$ cat src/rtl/pmp_pkg.sv
// Shared PMP definitions: address-match modes, cfg bit positions, request
// type encoding and the check controller FSM states.
package pmp_pkg;

  // A field modes
  localparam logic [1:0] MODE_OFF   = 2'd0;
  localparam logic [1:0] MODE_TOR   = 2'd1;
  localparam logic [1:0] MODE_NA4   = 2'd2;
  localparam logic [1:0] MODE_NAPOT = 2'd3;

  // cfg byte bit positions; bits 6:5 always read as zero
  localparam int unsigned CFG_R    = 0;
  localparam int unsigned CFG_W    = 1;
  localparam int unsigned CFG_X    = 2;
  localparam int unsigned CFG_A_LO = 3;
  localparam int unsigned CFG_A_HI = 4;
  localparam int unsigned CFG_L    = 7;

  // Request access types
  localparam logic [1:0] REQ_R    = 2'b00;
  localparam logic [1:0] REQ_W    = 2'b01;
  localparam logic [1:0] REQ_X    = 2'b10;
  localparam logic [1:0] REQ_RSVD = 2'b11;

  typedef enum logic [1:0] {
    StIdle  = 2'd0,
    StCheck = 2'd1,
    StResp  = 2'd2
  } pmp_state_e;

endpackage

$ cat src/rtl/pmp_prio_enc.sv
// Lowest-index priority encoder: reports whether any bit of the valid vector
// is set and the index of the lowest set bit (0 when none).
module pmp_prio_enc #(
  parameter int unsigned NUM_ENTRIES = 8
) (
  input  logic [NUM_ENTRIES-1:0] i_valid,
  output logic                   o_hit,
  output logic [3:0]             o_idx
);

  // Scan from the top down so the lowest set index is the last one written
  always_comb begin
    o_hit = 1'b0;
    o_idx = 4'd0;
    for (int i = int'(NUM_ENTRIES) - 1; i >= 0; i--) begin
      if (i_valid[i]) begin
        o_hit = 1'b1;
        o_idx = 4'(i);
      end
    end
  end

endmodule

$ cat src/rtl/pmp_check_ctrl.sv
// PMP check controller: holds the per-entry cfg/addr CSRs, exports them to an
// external address matcher, sequences IDLE -> CHECK -> RESP and resolves the
// permission fault for each request.
// Optional feature: define PMP_ERR_CAPTURE_EN to add first-fault address capture.
module pmp_check_ctrl
  import pmp_pkg::*;
#(
  parameter int unsigned NUM_ENTRIES = 8
) (
  input  logic                        i_clk,
  input  logic                        i_rst_n,
  input  logic                        i_csr_we,
  input  logic                        i_csr_sel,
  input  logic [3:0]                  i_csr_idx,
  input  logic [31:0]                 i_csr_wdata,
  input  logic                        i_req_valid,
  output logic                        o_req_ready,
  input  logic [33:0]                 i_req_addr,
  input  logic [1:0]                  i_req_size,
  input  logic [1:0]                  i_req_type,
  input  logic                        i_req_priv_m,
  output logic [33:0]                 o_chk_addr,
  output logic [1:0]                  o_chk_size,
  output logic [NUM_ENTRIES-1:0][31:0] o_ent_addr,
  output logic [NUM_ENTRIES-1:0][31:0] o_ent_pre_addr,
  output logic [NUM_ENTRIES-1:0][1:0]  o_ent_mode,
  input  logic [NUM_ENTRIES-1:0]      i_match,
`ifdef PMP_ERR_CAPTURE_EN
  input  logic                        i_err_clr,
  output logic                        o_err_valid,
  output logic [33:0]                 o_err_addr,
`endif
  output logic                        o_resp_valid,
  input  logic                        i_resp_ready,
  output logic                        o_resp_fault,
  output logic                        o_resp_hit,
  output logic [3:0]                  o_resp_idx
);

  logic [NUM_ENTRIES-1:0][7:0]  r_cfg;
  logic [NUM_ENTRIES-1:0][31:0] r_addr;
  logic [NUM_ENTRIES-1:0]       w_cfg_we;
  logic [NUM_ENTRIES-1:0]       w_addr_we;
  logic [NUM_ENTRIES-1:0]       w_active;
  logic [7:0]                   w_cfg_wdata;

  pmp_state_e r_state, w_state_next;
  logic [33:0] r_req_addr;
  logic [1:0]  r_req_size;
  logic [1:0]  r_req_type;
  logic        r_req_priv_m;

  logic        w_hit;
  logic [3:0]  w_hit_idx;
  logic [7:0]  w_hit_cfg;
  logic        w_perm;
  logic        w_fault;

  // Zero the reserved bits and drop W when R is clear (W without R is illegal)
  assign w_cfg_wdata = {i_csr_wdata[7], 2'b00, i_csr_wdata[4:2],
                        i_csr_wdata[1] & i_csr_wdata[0], i_csr_wdata[0]};

  for (genvar g = 0; g < NUM_ENTRIES; g++) begin : g_ent
    logic w_sel;
    logic w_tor_lock;
    // Writes to an index with no entry simply never select anything
    assign w_sel = i_csr_we && (i_csr_idx == 4'(g));
    if (g + 1 < NUM_ENTRIES) begin : g_next
      assign w_tor_lock = r_cfg[g+1][CFG_L] && (r_cfg[g+1][CFG_A_HI:CFG_A_LO] == MODE_TOR);
    end else begin : g_last
      assign w_tor_lock = 1'b0;
    end
    assign w_cfg_we[g]  = w_sel && !i_csr_sel && !r_cfg[g][CFG_L];
    assign w_addr_we[g] = w_sel && i_csr_sel && !r_cfg[g][CFG_L] && !w_tor_lock;
    assign w_active[g]  = i_match[g] && (r_cfg[g][CFG_A_HI:CFG_A_LO] != MODE_OFF);
    assign o_ent_addr[g] = r_addr[g];
    assign o_ent_mode[g] = r_cfg[g][CFG_A_HI:CFG_A_LO];
    if (g == 0) begin : g_pre0
      assign o_ent_pre_addr[g] = 32'd0;
    end else begin : g_pre
      assign o_ent_pre_addr[g] = r_addr[g-1];
    end
  end

  // CSR storage; a write during CHECK lands on the same edge the response is taken
  always_ff @(posedge i_clk or negedge i_rst_n) begin
    if (!i_rst_n) begin
      r_cfg  <= '0;
      r_addr <= '0;
    end else begin
      for (int i = 0; i < int'(NUM_ENTRIES); i++) begin
        if (w_cfg_we[i])  r_cfg[i]  <= w_cfg_wdata;
        if (w_addr_we[i]) r_addr[i] <= i_csr_wdata;
      end
    end
  end

  // FSM state register
  always_ff @(posedge i_clk or negedge i_rst_n) begin
    if (!i_rst_n) r_state <= StIdle;
    else          r_state <= w_state_next;
  end

  // FSM next-state logic
  always_comb begin
    w_state_next = r_state;
    unique case (r_state)
      StIdle:  if (i_req_valid) w_state_next = StCheck;
      StCheck: w_state_next = StResp;
      StResp:  if (i_resp_ready) w_state_next = StIdle;
      default: w_state_next = StIdle;
    endcase
  end

  // FSM outputs; the matcher only sees the request while checking
  always_comb begin
    o_req_ready  = (r_state == StIdle);
    o_resp_valid = (r_state == StResp);
    o_chk_addr   = (r_state == StCheck) ? r_req_addr : 34'd0;
    o_chk_size   = (r_state == StCheck) ? r_req_size : 2'd0;
  end

  // Latch the request on acceptance
  always_ff @(posedge i_clk or negedge i_rst_n) begin
    if (!i_rst_n) begin
      r_req_addr   <= '0;
      r_req_size   <= '0;
      r_req_type   <= '0;
      r_req_priv_m <= 1'b0;
    end else if (r_state == StIdle && i_req_valid) begin
      r_req_addr   <= i_req_addr;
      r_req_size   <= i_req_size;
      r_req_type   <= i_req_type;
      r_req_priv_m <= i_req_priv_m;
    end
  end

  pmp_prio_enc #(
    .NUM_ENTRIES (NUM_ENTRIES)
  ) u_prio_enc (
    .i_valid (w_active),
    .o_hit   (w_hit),
    .o_idx   (w_hit_idx)
  );

  // Fault resolution for the winning entry (or the no-hit default)
  always_comb begin
    w_hit_cfg = 8'd0;
    for (int i = 0; i < int'(NUM_ENTRIES); i++) begin
      if (w_hit_idx == 4'(i)) w_hit_cfg = r_cfg[i];
    end
    unique case (r_req_type)
      REQ_R:   w_perm = w_hit_cfg[CFG_R];
      REQ_W:   w_perm = w_hit_cfg[CFG_W];
      REQ_X:   w_perm = w_hit_cfg[CFG_X];
      default: w_perm = 1'b0;
    endcase
    if (r_req_type == REQ_RSVD)                 w_fault = 1'b1;
    else if (!w_hit)                            w_fault = !r_req_priv_m;
    else if (r_req_priv_m && !w_hit_cfg[CFG_L]) w_fault = 1'b0;
    else                                        w_fault = !w_perm;
  end

  // Response register, captured at the end of CHECK and held through RESP
  always_ff @(posedge i_clk or negedge i_rst_n) begin
    if (!i_rst_n) begin
      o_resp_fault <= 1'b0;
      o_resp_hit   <= 1'b0;
      o_resp_idx   <= 4'd0;
    end else if (r_state == StCheck) begin
      o_resp_fault <= w_fault;
      o_resp_hit   <= w_hit;
      o_resp_idx   <= w_hit_idx;
    end
  end

`ifdef PMP_ERR_CAPTURE_EN
  // First-fault capture; clear has priority over a coincident fault
  always_ff @(posedge i_clk or negedge i_rst_n) begin
    if (!i_rst_n) begin
      o_err_valid <= 1'b0;
      o_err_addr  <= '0;
    end else if (i_err_clr) begin
      o_err_valid <= 1'b0;
    end else if (r_state == StCheck && w_fault && !o_err_valid) begin
      o_err_valid <= 1'b1;
      o_err_addr  <= r_req_addr;
    end
  end
`endif

endmodule
$ cat config.mk
export PLATFORM = sky130hd
export DESIGN_NAME = pmp_check_ctrl
export DESIGN_NICKNAME = d
export VERILOG_FILES = /design/src/rtl/pmp_pkg.sv /design/src/rtl/pmp_prio_enc.sv /design/src/rtl/pmp_check_ctrl.sv
export SDC_FILE = /design/constraint.sdc
export NUM_CORES = 1
export LEC_CHECK = 0
export BUFFER_PORTS_ARGS = -buffer_cell sky130_fd_sc_hd__buf_2
export CAP_MARGIN = 20
export CORE_AREA = 3 3 253 255
export DETAILED_ROUTE_END_ITERATION = 6
export DIE_AREA = 0 0 256 258
export PLACE_DENSITY = 0.6
export SLEW_MARGIN = 30
export SYNTH_ARGS = -nofsm -noshare
export SYNTH_HDL_FRONTEND = slang
export SYNTH_SLANG_ARGS = --single-unit
$ cat constraint.sdc
create_clock -name i_clk -period 4.6 [get_ports i_clk]
set_input_delay 0.92 -clock i_clk [delete_from_list [all_inputs] [get_ports i_clk]]
set_output_delay 0.92 -clock i_clk [all_outputs]
set_load 0.005 [all_outputs]
==> results.yml <==
outcome:
  status: "finished clean"
grt:
  grt_max_degree: 114
  gr-total-overflow: 0
  grt_pass1_wl_um: 72950
  grt_pass1_vias: 11040
  grtUsageTotal_pct: 14.40
  antenna_found_initial: 3
layout:
  fillers: 6284
  final_common_cell: "buf_2"
  drive_gt1_share_pct: 64.27
  area_delta_synth_final_pct: 22.59
  layoutNonFillerInstCount: 2479
  layout_common_cells: "buf_2 (626), dfrtp_1 (350), mux2_2 (320)"
  fin_util_pct: 31.83
  final_area_mm2: 0.01968
  fin_nets: 1700
setup_path:
  worstSetupPathType: "reg2out"
  crit_path_end_kind: "primary output"
  required_ns: 3.68
  rrSetupSlack_ns: 1.88
  worstPathArrival_ns: 1.95
  r2r_start: "o_ent_mode[14]"
  worstPathMaxFanout: 40
  worst_setup_path_start_kind: "flop"
  critPathLaunch: "r_state[1]"
logic_synthesis:
  yosysTopAreaCellShare_pct: 54.56
  synth-async-reset-ratio_pct: 100.0
  ys_warn_count: 0
  syn_area_mm2: 0.01605
  syn_inst: 1206
  synth-seq-cells: 350
  synth-main-ff-cell: "dfrtp_1"
  synth_area_per_cell_um2: 13.31
  synth_area_leaders: "dfrtp_1 (55%), mux2_2 (22%), buf_4 (13%)"
  synth_cell_types: 58
  synth_edf_count: 0
  yosysTopAreaCell: "dfrtp_1"
  ys_seq_area_share_pct: 54.56
timing:
  timing.final.max_slew_violations: 0
  report.final.hold_viol_count: 0
  worstMarginPinSlew_ns: 0.9633
  slew_headroom_pct: 35.29
  fin_crit_sh_pct: 62.44
  rsz0062_at_grt: "false"
  fin_tns_setup_ns: 0
  skew_ns: 0.01288
  period_minus_slack_ns: 2.872
  setup_violations: 0
  fmax_mhz: 348.1
cts:
  clk_pin_slew_ns: 0.06
  cts-root-buf: "clkbuf_16"
  cts_tree: "built"
  postCtsHoldBufs: 0
  clockBufferDepth: 3
  cts_sinks: 350
  h-tree-depth: 2
  cts_resized: 0
  post-cts-setup-buffers: 0
  clkLatencyLatePin_ns: 0.54
  cts_buffers: 39
placed_design:
  dpl.cell_count: 2406
  placed_cell_area_mm2: 0.01838
  hpwl_um: 36430
  io_buffers: 627
  gp_congestion: 0.8905
drt:
  drt_first_pass_iters: 5
  route.detailed.drc: 0
  routedWlPerCell_um: 20.07
  wl_um: 49740
  vias: 10820
  ant_nets: 0
  vias_per_cell: 4.364
  drt_iter0_drc: 529
pwr:
  p_sw_share_pct: 30.14
  ir_drop_mv: 0.2746
  intPower_uw: 6967
  powerDensity_mw_per_mm2: 506.7
  p_comb_share_pct: 25.1
  p_seq_share_pct: 43.9
  leakagePower_uw: 0.01013
  power_frac_clock_pct: 31.0
  p_sw_uw: 3005
floorplan:
  die_height_um: 258
  rows: 91
  pin_count: 661
  die-area_mm2: 0.06605
  core_mm2: 0.06183
  die_w_um: 256
  start_util_pct: 25.97
min_path:
  min_path_type: "in2async"
flow_run:
  cap_violations: 0
==> logic make-up after synthesis <==
logic type      share of synthesized area [%]
simple gates                            4.279
flops                                   54.56
mux                                     23.33
compound gates                          3.687
other cells                           0.02336
buf+inv                                 14.12
==> synth_stat cells (2+ instances only) <==
cell type and instances:
a211oi_1 5, a21o_1 8, a21oi_1 12, a311oi_2 4, a31oi_1 2, and2_1 38
and3b_1 2, buf_1 7, buf_2 21, buf_4 276, clkbuf_1 11, dfrtp_1 350
inv_1 6, mux2_1 10, mux2_2 320, mux2i_1 3, nand2_1 19, nand2b_1 6
nand3_1 7, nand4_1 2, nand4b_1 2, nor2_1 13, nor2b_1 3, nor3_1 8
nor3_2 2, nor3b_1 2, nor4_1 3, o21a_1 6, o21ai_0 18, o21ai_1 4
o22ai_1 2, o31ai_1 5, o32ai_1 2, or4_1 3
==> worst paths after layout <==
path | to | cells past startpoint
setup / recovery | o_chk_addr[17] | 3
hold / removal | o_ent_addr[62] | 1
setup reg to reg | o_resp_fault | 7
hold reg to reg | r_req_addr[12] | 1
max in group asynchronous | o_ent_addr[70] | 3
min in group i_clk | r_req_addr[12] | 1
==> power by group through the flow <==
stage	Sequential [uW]	Combinational (uW)	Clock, uW
6_report	4380	2500	3090
3_3_place_gp	4390	2510	0
5_1_grt	4480	2700	3310
3_5_place_dp	4440	2540	0
2_1_floorplan	4300	1680	0
4_1_cts	4390	2540	3210
==> flip-flops by register name, summed over array words and instances (netlist names) <==
register      cells
o_ent_addr      256
o_ent_mode       16
o_resp_fault      1
o_resp_hit        1
o_resp_idx        3
r_cfg            32
r_req_addr       34
r_req_priv_m      1
r_req_size        2
r_req_type        2
r_state           2
==> metal layers <==
metal  global-route usage [%]  part of all wire (%)  vias up
met3                    2.785                   5.5       91
met4                    5.512                   3.0        0
li1                         -                     -     4694
met1                    17.43                    40     5577
met5                        0                     0        -
met2                    25.36                    51      456
==> final cells by class <==
type	count	area [um2]	share of cell area, %
Tap cell	837	1047	5.321
Timing Repair Buffer	647	3343	16.99
Inverter	6	22.52	0.1144
Sequential cell	350	8758	44.50
Clock buffer	47	1056	5.366
Multi-Input combinational cell	567	5239	26.62
Clock inverter	23	210.2	1.068
Antenna cell	2	5.005	0.02543
==> worst max-delay path, stage by stage (launching register included) <==
cell and delay, ns:
dfrtp_1 0.42, nor2b_4 0.60, and2_1 0.26, buf_2 0.12
==> through the flow <==
stage	hold WS (ns)	worst slack, ns	total power, uW
6_report	0.2634	1.728	9973
3_3_place_gp	0.4689	1.275	6897
5_1_grt	0.2682	1.567	10500
3_5_place_dp	0.4778	1.517	6972
2_1_floorplan	0.4552	2.007	5980
4_1_cts	0.4917	1.689	10130
Note: power is estimated with default switching activity, not from simulation.
